`src/rtl/id_ex_fwd_reg_pkg.sv`:
```
// ---------------------------------------------------------------------------
// id_ex_fwd_reg_pkg
//
// Shared definitions for the ID/EX forwarding register:
//   - opcode constants, including CTRL_LW, which identifies a load in EX
//   - instruction field extractors (opcode, rs, rt)
//   - ex_state_t, the bundle of state the ID/EX register holds
//   - load_use_hazard(), the conservative load-use check
//
// Widths are fixed: 32-bit data and instructions, 5-bit register addresses.
// ---------------------------------------------------------------------------
package id_ex_fwd_reg_pkg;

    localparam int DATA_W = 32;
    localparam int ADDR_W = 5;

    // Opcode field values (Instr[31:26]).
    localparam logic [5:0] CTRL_SPECIAL = 6'b000000;
    localparam logic [5:0] CTRL_LW      = 6'b100011;
    localparam logic [5:0] CTRL_SW      = 6'b101011;
    localparam logic [5:0] CTRL_BEQ     = 6'b000100;

    // $0 is hard-wired to zero, so it is never forwarded.
    localparam logic [ADDR_W-1:0] REG_ZERO = 5'd0;

    // Everything captured by the ID/EX register. All-zero is a bubble,
    // because an all-zero instruction word is a nop.
    typedef struct packed {
        logic [DATA_W-1:0] pc;
        logic [DATA_W-1:0] pc4;
        logic [DATA_W-1:0] instr;
        logic [DATA_W-1:0] reg_a;
        logic [DATA_W-1:0] reg_b;
    } ex_state_t;

    function automatic logic [5:0] instr_opcode(input logic [DATA_W-1:0] instr);
        return instr[31:26];
    endfunction

    function automatic logic [ADDR_W-1:0] instr_rs(input logic [DATA_W-1:0] instr);
        return instr[25:21];
    endfunction

    function automatic logic [ADDR_W-1:0] instr_rt(input logic [DATA_W-1:0] instr);
        return instr[20:16];
    endfunction

    // A load in EX whose destination (rt) is read by the instruction in ID.
    // Both ID source fields are compared whatever the ID opcode is; a false
    // stall costs one cycle, a missed one returns stale data.
    function automatic logic load_use_hazard(input logic [DATA_W-1:0] ex_instr,
                                             input logic [DATA_W-1:0] id_instr);
        logic [ADDR_W-1:0] ld_dst;
        ld_dst = instr_rt(ex_instr);
        return (instr_opcode(ex_instr) == CTRL_LW) &&
               (ld_dst != REG_ZERO) &&
               ((ld_dst == instr_rs(id_instr)) || (ld_dst == instr_rt(id_instr)));
    endfunction

endpackage

```
`src/rtl/id_ex_fwd_reg_fwd_mux.sv`:
```
// ---------------------------------------------------------------------------
// id_ex_fwd_reg_fwd_mux
//
// Priority forwarding select for one operand.
//   src      : source register field of the consuming instruction
//   dflt     : value used when no forward applies (GRF read / held register)
//   hi_en    : enables the high-priority pair (EX/MEM forward)
//   hi_addr  : high-priority forward address
//   hi_value : high-priority forward value
//   lo_addr  : low-priority forward address (MEM/WB forward)
//   lo_value : low-priority forward value
//   result   : selected operand
//
// A source field of $0 always takes dflt, even when a forward pair carries
// address 0 with a nonzero value.
// ---------------------------------------------------------------------------
module id_ex_fwd_reg_fwd_mux
    import id_ex_fwd_reg_pkg::*;
(
    input  logic [ADDR_W-1:0] src,
    input  logic [DATA_W-1:0] dflt,
    input  logic              hi_en,
    input  logic [ADDR_W-1:0] hi_addr,
    input  logic [DATA_W-1:0] hi_value,
    input  logic [ADDR_W-1:0] lo_addr,
    input  logic [DATA_W-1:0] lo_value,
    output logic [DATA_W-1:0] result
);

    always_comb begin
        result = dflt;
        if (src != REG_ZERO) begin
            // The younger producer (EX/MEM) holds the newer value, so it wins.
            if (hi_en && (src == hi_addr)) begin
                result = hi_value;
            end else if (src == lo_addr) begin
                result = lo_value;
            end
        end
    end

endmodule

```
`src/rtl/id_ex_fwd_reg.sv`:
```
// ---------------------------------------------------------------------------
// id_ex_fwd_reg
//
// ID/EX pipeline register at the consumer end of the forwarding path.
// It captures ID-stage state, applies the MEM/WB forward at capture time
// (covering a GRF write and read on the same edge), applies EX/MEM and
// MEM/WB forwards again on the EX side, and requests a one-cycle stall on
// a load-use hazard, loading a bubble into itself during that cycle.
//
// Ports:
//   clk, reset            : rising-edge clock, asynchronous active-high reset
//   PC, PC4, Instr        : ID-stage values
//   ReadDataA, ReadDataB  : GRF reads for Instr[25:21] / Instr[20:16]
//   MemFWAddr/MemFWValue  : EX/MEM forward pair (address 0 = no forward)
//   WbFWAddr/WbFWValue    : MEM/WB forward pair (address 0 = no forward)
//   Stall                 : combinational hold request to PC and IF/ID
//   Ex_PC, Ex_PC4, Ex_Instr : registered ID-stage values
//   Ex_OperandA/B         : held operands after EX-side bypass
//   StallCount            : stall cycle counter, present only when the
//                           STALL_CNT_EN macro is defined
// ---------------------------------------------------------------------------
module id_ex_fwd_reg
    import id_ex_fwd_reg_pkg::*;
(
    input  logic              clk,
    input  logic              reset,
    input  logic [DATA_W-1:0] PC,
    input  logic [DATA_W-1:0] PC4,
    input  logic [DATA_W-1:0] Instr,
    input  logic [DATA_W-1:0] ReadDataA,
    input  logic [DATA_W-1:0] ReadDataB,
    input  logic [ADDR_W-1:0] MemFWAddr,
    input  logic [DATA_W-1:0] MemFWValue,
    input  logic [ADDR_W-1:0] WbFWAddr,
    input  logic [DATA_W-1:0] WbFWValue,
    output logic              Stall,
    output logic [DATA_W-1:0] Ex_PC,
    output logic [DATA_W-1:0] Ex_PC4,
    output logic [DATA_W-1:0] Ex_Instr,
    output logic [DATA_W-1:0] Ex_OperandA,
    output logic [DATA_W-1:0] Ex_OperandB
`ifdef STALL_CNT_EN
    ,
    output logic [DATA_W-1:0] StallCount
`endif
);

    ex_state_t         ex_q;
    ex_state_t         ex_d;
    logic [DATA_W-1:0] cap_a;
    logic [DATA_W-1:0] cap_b;
    logic              stall;

    // -----------------------------------------------------------------------
    // Load-use detection. The load's data is not available until it reaches
    // WB, so the consumer waits one cycle in ID while a bubble enters EX.
    // -----------------------------------------------------------------------
    assign stall = load_use_hazard(ex_q.instr, Instr);
    assign Stall = stall;

    // -----------------------------------------------------------------------
    // Capture-side bypass. Only the MEM/WB pair matters here: that value is
    // being written to the GRF on this same edge, so the GRF read is stale.
    // The EX/MEM pair is disabled; it is picked up on the EX side instead.
    // -----------------------------------------------------------------------
    id_ex_fwd_reg_fwd_mux fwd_mux_cap_a (
        .src      (instr_rs(Instr)),
        .dflt     (ReadDataA),
        .hi_en    (1'b0),
        .hi_addr  (MemFWAddr),
        .hi_value (MemFWValue),
        .lo_addr  (WbFWAddr),
        .lo_value (WbFWValue),
        .result   (cap_a)
    );

    id_ex_fwd_reg_fwd_mux fwd_mux_cap_b (
        .src      (instr_rt(Instr)),
        .dflt     (ReadDataB),
        .hi_en    (1'b0),
        .hi_addr  (MemFWAddr),
        .hi_value (MemFWValue),
        .lo_addr  (WbFWAddr),
        .lo_value (WbFWValue),
        .result   (cap_b)
    );

    // -----------------------------------------------------------------------
    // Next-state: the ID bundle, or a bubble when stalling. A bubble wins
    // over any capture-side forward.
    // -----------------------------------------------------------------------
    always_comb begin
        ex_d = '0;
        if (!stall) begin
            ex_d.pc    = PC;
            ex_d.pc4   = PC4;
            ex_d.instr = Instr;
            ex_d.reg_a = cap_a;
            ex_d.reg_b = cap_b;
        end
    end

    always_ff @(posedge clk or posedge reset) begin
        if (reset) begin
            ex_q <= '0;
        end else begin
            ex_q <= ex_d;
        end
    end

    // -----------------------------------------------------------------------
    // EX-side bypass on the held operands, using the fields of the
    // instruction now in EX. Mem has priority over Wb.
    // -----------------------------------------------------------------------
    id_ex_fwd_reg_fwd_mux fwd_mux_ex_a (
        .src      (instr_rs(ex_q.instr)),
        .dflt     (ex_q.reg_a),
        .hi_en    (1'b1),
        .hi_addr  (MemFWAddr),
        .hi_value (MemFWValue),
        .lo_addr  (WbFWAddr),
        .lo_value (WbFWValue),
        .result   (Ex_OperandA)
    );

    id_ex_fwd_reg_fwd_mux fwd_mux_ex_b (
        .src      (instr_rt(ex_q.instr)),
        .dflt     (ex_q.reg_b),
        .hi_en    (1'b1),
        .hi_addr  (MemFWAddr),
        .hi_value (MemFWValue),
        .lo_addr  (WbFWAddr),
        .lo_value (WbFWValue),
        .result   (Ex_OperandB)
    );

    assign Ex_PC    = ex_q.pc;
    assign Ex_PC4   = ex_q.pc4;
    assign Ex_Instr = ex_q.instr;

`ifdef STALL_CNT_EN
    // Counts edges on which a bubble was inserted; wraps naturally.
    logic [DATA_W-1:0] stall_count_q;

    always_ff @(posedge clk or posedge reset) begin
        if (reset) begin
            stall_count_q <= '0;
        end else if (stall) begin
            stall_count_q <= stall_count_q + 32'd1;
        end
    end

    assign StallCount = stall_count_q;
`endif

endmodule
```
`config.mk`:
```
export PLATFORM = sky130hd
export DESIGN_NAME = id_ex_fwd_reg
export DESIGN_NICKNAME = d
export VERILOG_FILES = /design/src/rtl/id_ex_fwd_reg_pkg.sv /design/src/rtl/id_ex_fwd_reg_fwd_mux.sv /design/src/rtl/id_ex_fwd_reg.sv
export SDC_FILE = /design/constraint.sdc
export NUM_CORES = 1
export LEC_CHECK = 0
export CAP_MARGIN = 40
export CORE_AREA = 2 2 152 154
export CTS_CLUSTER_SIZE = 10
export DETAILED_ROUTE_END_ITERATION = 6
export DIE_AREA = 0 0 154 156
export DONT_BUFFER_PORTS = 1
export GPL_TIMING_DRIVEN = 0
export MAX_ROUTING_LAYER = met4
export PLACE_DENSITY_LB_ADDON = 0.05
export SKIP_CTS_REPAIR_TIMING = 1
export SLEW_MARGIN = 5
export SYNTH_ARGS = -nofsm -noshare
export SYNTH_HDL_FRONTEND = slang
export SYNTH_SLANG_ARGS = --single-unit
```
`constraint.sdc`:
```
create_clock -name clk -period 12.1 [get_ports clk]
set_input_delay 1.815 -clock clk [delete_from_list [all_inputs] [get_ports clk]]
set_output_delay 1.815 -clock clk [all_outputs]
set_load 0.05 [all_outputs]
```
==> flow_summary.json <==
{
  "grt_max_degree": 82,
  "grt_pass1_wl_um": 37090,
  "maxCapViolCount": 0,
  "post-dp-hpwl_um": 19590,
  "globalplace.congestion": 0.8161,
  "clockRootBuffer": "clkbuf_16",
  "slew_violations": 0,
  "clock_sinks": 160,
  "endpoint_kind": "primary output",
  "finalSetupTns_ns": 0,
  "insertion_delay_ns": 0.43,
  "fmax_ghz": 0.1803,
  "fin_crit_sh_pct": 45.84,
  "yosys.area.top_type": "dfrtp_1",
  "initial_core_util_pct": 37.10,
  "layout_commonest_cell": "dfrtp_1",
  "port_buffers": 0,
  "synth_area_per_cell_um2": 10.33,
  "fin_nets": 1059,
  "most-common-layout-cells": "160 x dfrtp_1, 132 x nor2_1, 103 x buf_4, 96 x nor2b_1, 68 x nand2_1",
  "peakVddDrop_mv": 0.08475,
  "drt_wl_total_um": 25820,
  "wire_per_inst_um": 23.02,
  "synth_seq_cells": 160,
  "hold_class": "register to register",
  "layout_min_cycle_time_ns": 5.547,
  "status": "finished, final reports clean",
  "finalPower_uw": 1421,
  "synth_area_leaders": "dfrtp_1 48%, buf_4 9.3%, a221o_1 7.7%, mux2i_1 7.7%, nor2b_1 7.2%",
  "synth_nets": 1039,
  "p_leak_uw": 0.004691,
  "overflow": 0,
  "required_ns": 10.28,
  "rsz0062_at_grt": "false",
  "crit_type": "input port to primary output",
  "ant_nets": 0,
  "crit_fanout": 10,
  "ioPinCount": 397,
  "fillers": 2197,
  "clk_pin_slew_ns": 0.07,
  "yosysWarnings": 0,
  "core_area_um2": 22370,
  "relSlewSlack_pct": 55.67,
  "die_w_um": 154,
  "core.rowCount": 55,
  "ys_async_sr_fraction_pct": 100.0,
  "powerDensity_nw_per_um2": 152.9,
  "numCtsBuffers": 17,
  "h-tree-depth": 4,
  "drt-pass1-iter-count": 4,
  "synth_ff_type": "dfrtp_1",
  "crit_arrival_ns": 3.73,
  "grt_pass1_vias": 6106,
  "dieArea_um2": 24020,
  "area_growth_syn_to_layout_pct": 12.00,
  "finClkSkew_ns": 0.01613,
  "initialDrtViolationCount": 325,
  "setup_viol": 0,
  "die_h_um": 156,
  "routed_via_density": 5.096,
  "cts_buffer_depth": 2,
  "drive_above_1_share_pct": 22.61,
  "synth_area_um2": 8298,
  "cts_tree": "built",
  "drcViolationCount": 0,
  "grt_usage_pct": 21.74,
  "ys_seq_area_share_pct": 48.25,
  "start_kind": "input port",
  "antenna_found_initial": 1,
  "synth_edf_count": 0,
  "synth_cells": 803,
  "hold_violations": 0,
  "vias": 5718,
  "synth_top_area_share_pct": 48.25,
  "worst_pin_slew_ns": 0.6647,
  "post_synth_num_cell_types": 30
}
layout make-up:
class | instances | area, um^2 | share of cell area [%]
Antenna cell | 1 | 2.502 | 0.02693
Buffer | 152 | 1062 | 11.43
Clock buffer | 18 | 439.2 | 4.725
Clock inverter | 14 | 162.7 | 1.750
Inverter | 1 | 11.26 | 0.1212
Multi-Input combinational cell | 490 | 3228 | 34.73
Sequential cell | 160 | 4004 | 43.08
Tap cell | 285 | 356.6 | 3.837
Timing Repair Buffer | 1 | 27.53 | 0.2962
per-stage QoR:
| step | hold WS [ns] | instances | utilization (%) | setup WS [ns] | area, um^2 |
|---|---|---|---|---|---|
| floorplan | 0.7695 | 803 | - | 5.965 | 8298 |
| global placement | 0.9141 | 1088 | 38.70 | 4.255 | 8655 |
| detailed placement | 0.9324 | 1089 | 38.85 | 6.493 | 8690 |
| CTS | 0.9544 | 1121 | 41.54 | 6.493 | 9291 |
| global route | 0.9926 | 1122 | 41.56 | 6.398 | 9294 |
| finish | 0.9337 | 1122 | 41.56 | 6.553 | 9294 |
power breakdown:
group,internal [uW],switching (uW),leakage (uW)
Clock,301,244,0.000294
Combinational,78.0,223,0.00253
Sequential,565,10.9,0.00186
logic make-up (layout without fill, tap and decap cells):
family,after synthesis,in the layout,share of synthesized area (%)
AO/OA/AOI/OAI,71,71,8.791
XOR/XNOR,38,38,4.101
buffers and inverters,153,186,12.85
flip-flops,160,160,48.25
multiplexers,64,64,7.720
other,0,1,0
AND/OR/NAND/NOR,317,317,18.29
critical path: stages:
cell      delay, ns
buf_2          0.16
xor2_1         0.15
nor3_1         0.28
o211ai_1       0.28
clkbuf_1       0.32
nor2_1         0.16
a221o_1        0.55
per-layer routing:
| layer | vias to the layer above | track usage, % | part of all wire, % |
|---|---|---|---|
| li1 | 2615 | - | - |
| met5 | - | - | 0 |
| met4 | 0 | 5.518 | 0.94 |
| met2 | 300 | 38.03 | 52 |
| met3 | 16 | 8.861 | 10 |
| met1 | 2787 | 22.89 | 37 |
synthesized netlist by cell type (all sizes together) (3+ instances only):
library cell and count:
xor2 24, buf 142, a221o 64, xnor2 14, dfrtp 160, nand2 68, nor2 132, nor2b 96
mux2i 64, clkbuf 10, nor3 8, nor4 3, nand3 4
path summary, 6_finish.rpt:
path	start	to	slack [ns]	depth (start not counted)
min reg2reg	Ex_Instr[26]$_DFF_PP0_	Ex_Instr[31]$_DFF_PP0_	0.93	4
min	Ex_Instr[26]$_DFF_PP0_	Ex_Instr[31]$_DFF_PP0_	0.93	4
max reg2reg	Ex_Instr[19]$_DFF_PP0_	ex_q[29]$_DFF_PP0_	9.63	8
max	WbFWAddr[2]	Ex_OperandA[2]	6.55	7
max in group asynchronous	reset	ex_q[12]$_DFF_PP0_	9.96	2
min in group asynchronous	reset	Ex_PC4[5]$_DFF_PP0_	1.31	1
sequential cells by signal (all words and copies together), names as in the netlist:
register  count
Ex_Instr     32
ex_q         64
Ex_PC4       32
Ex_PC        32
Note: power is estimated with default switching activity, not from simulation.
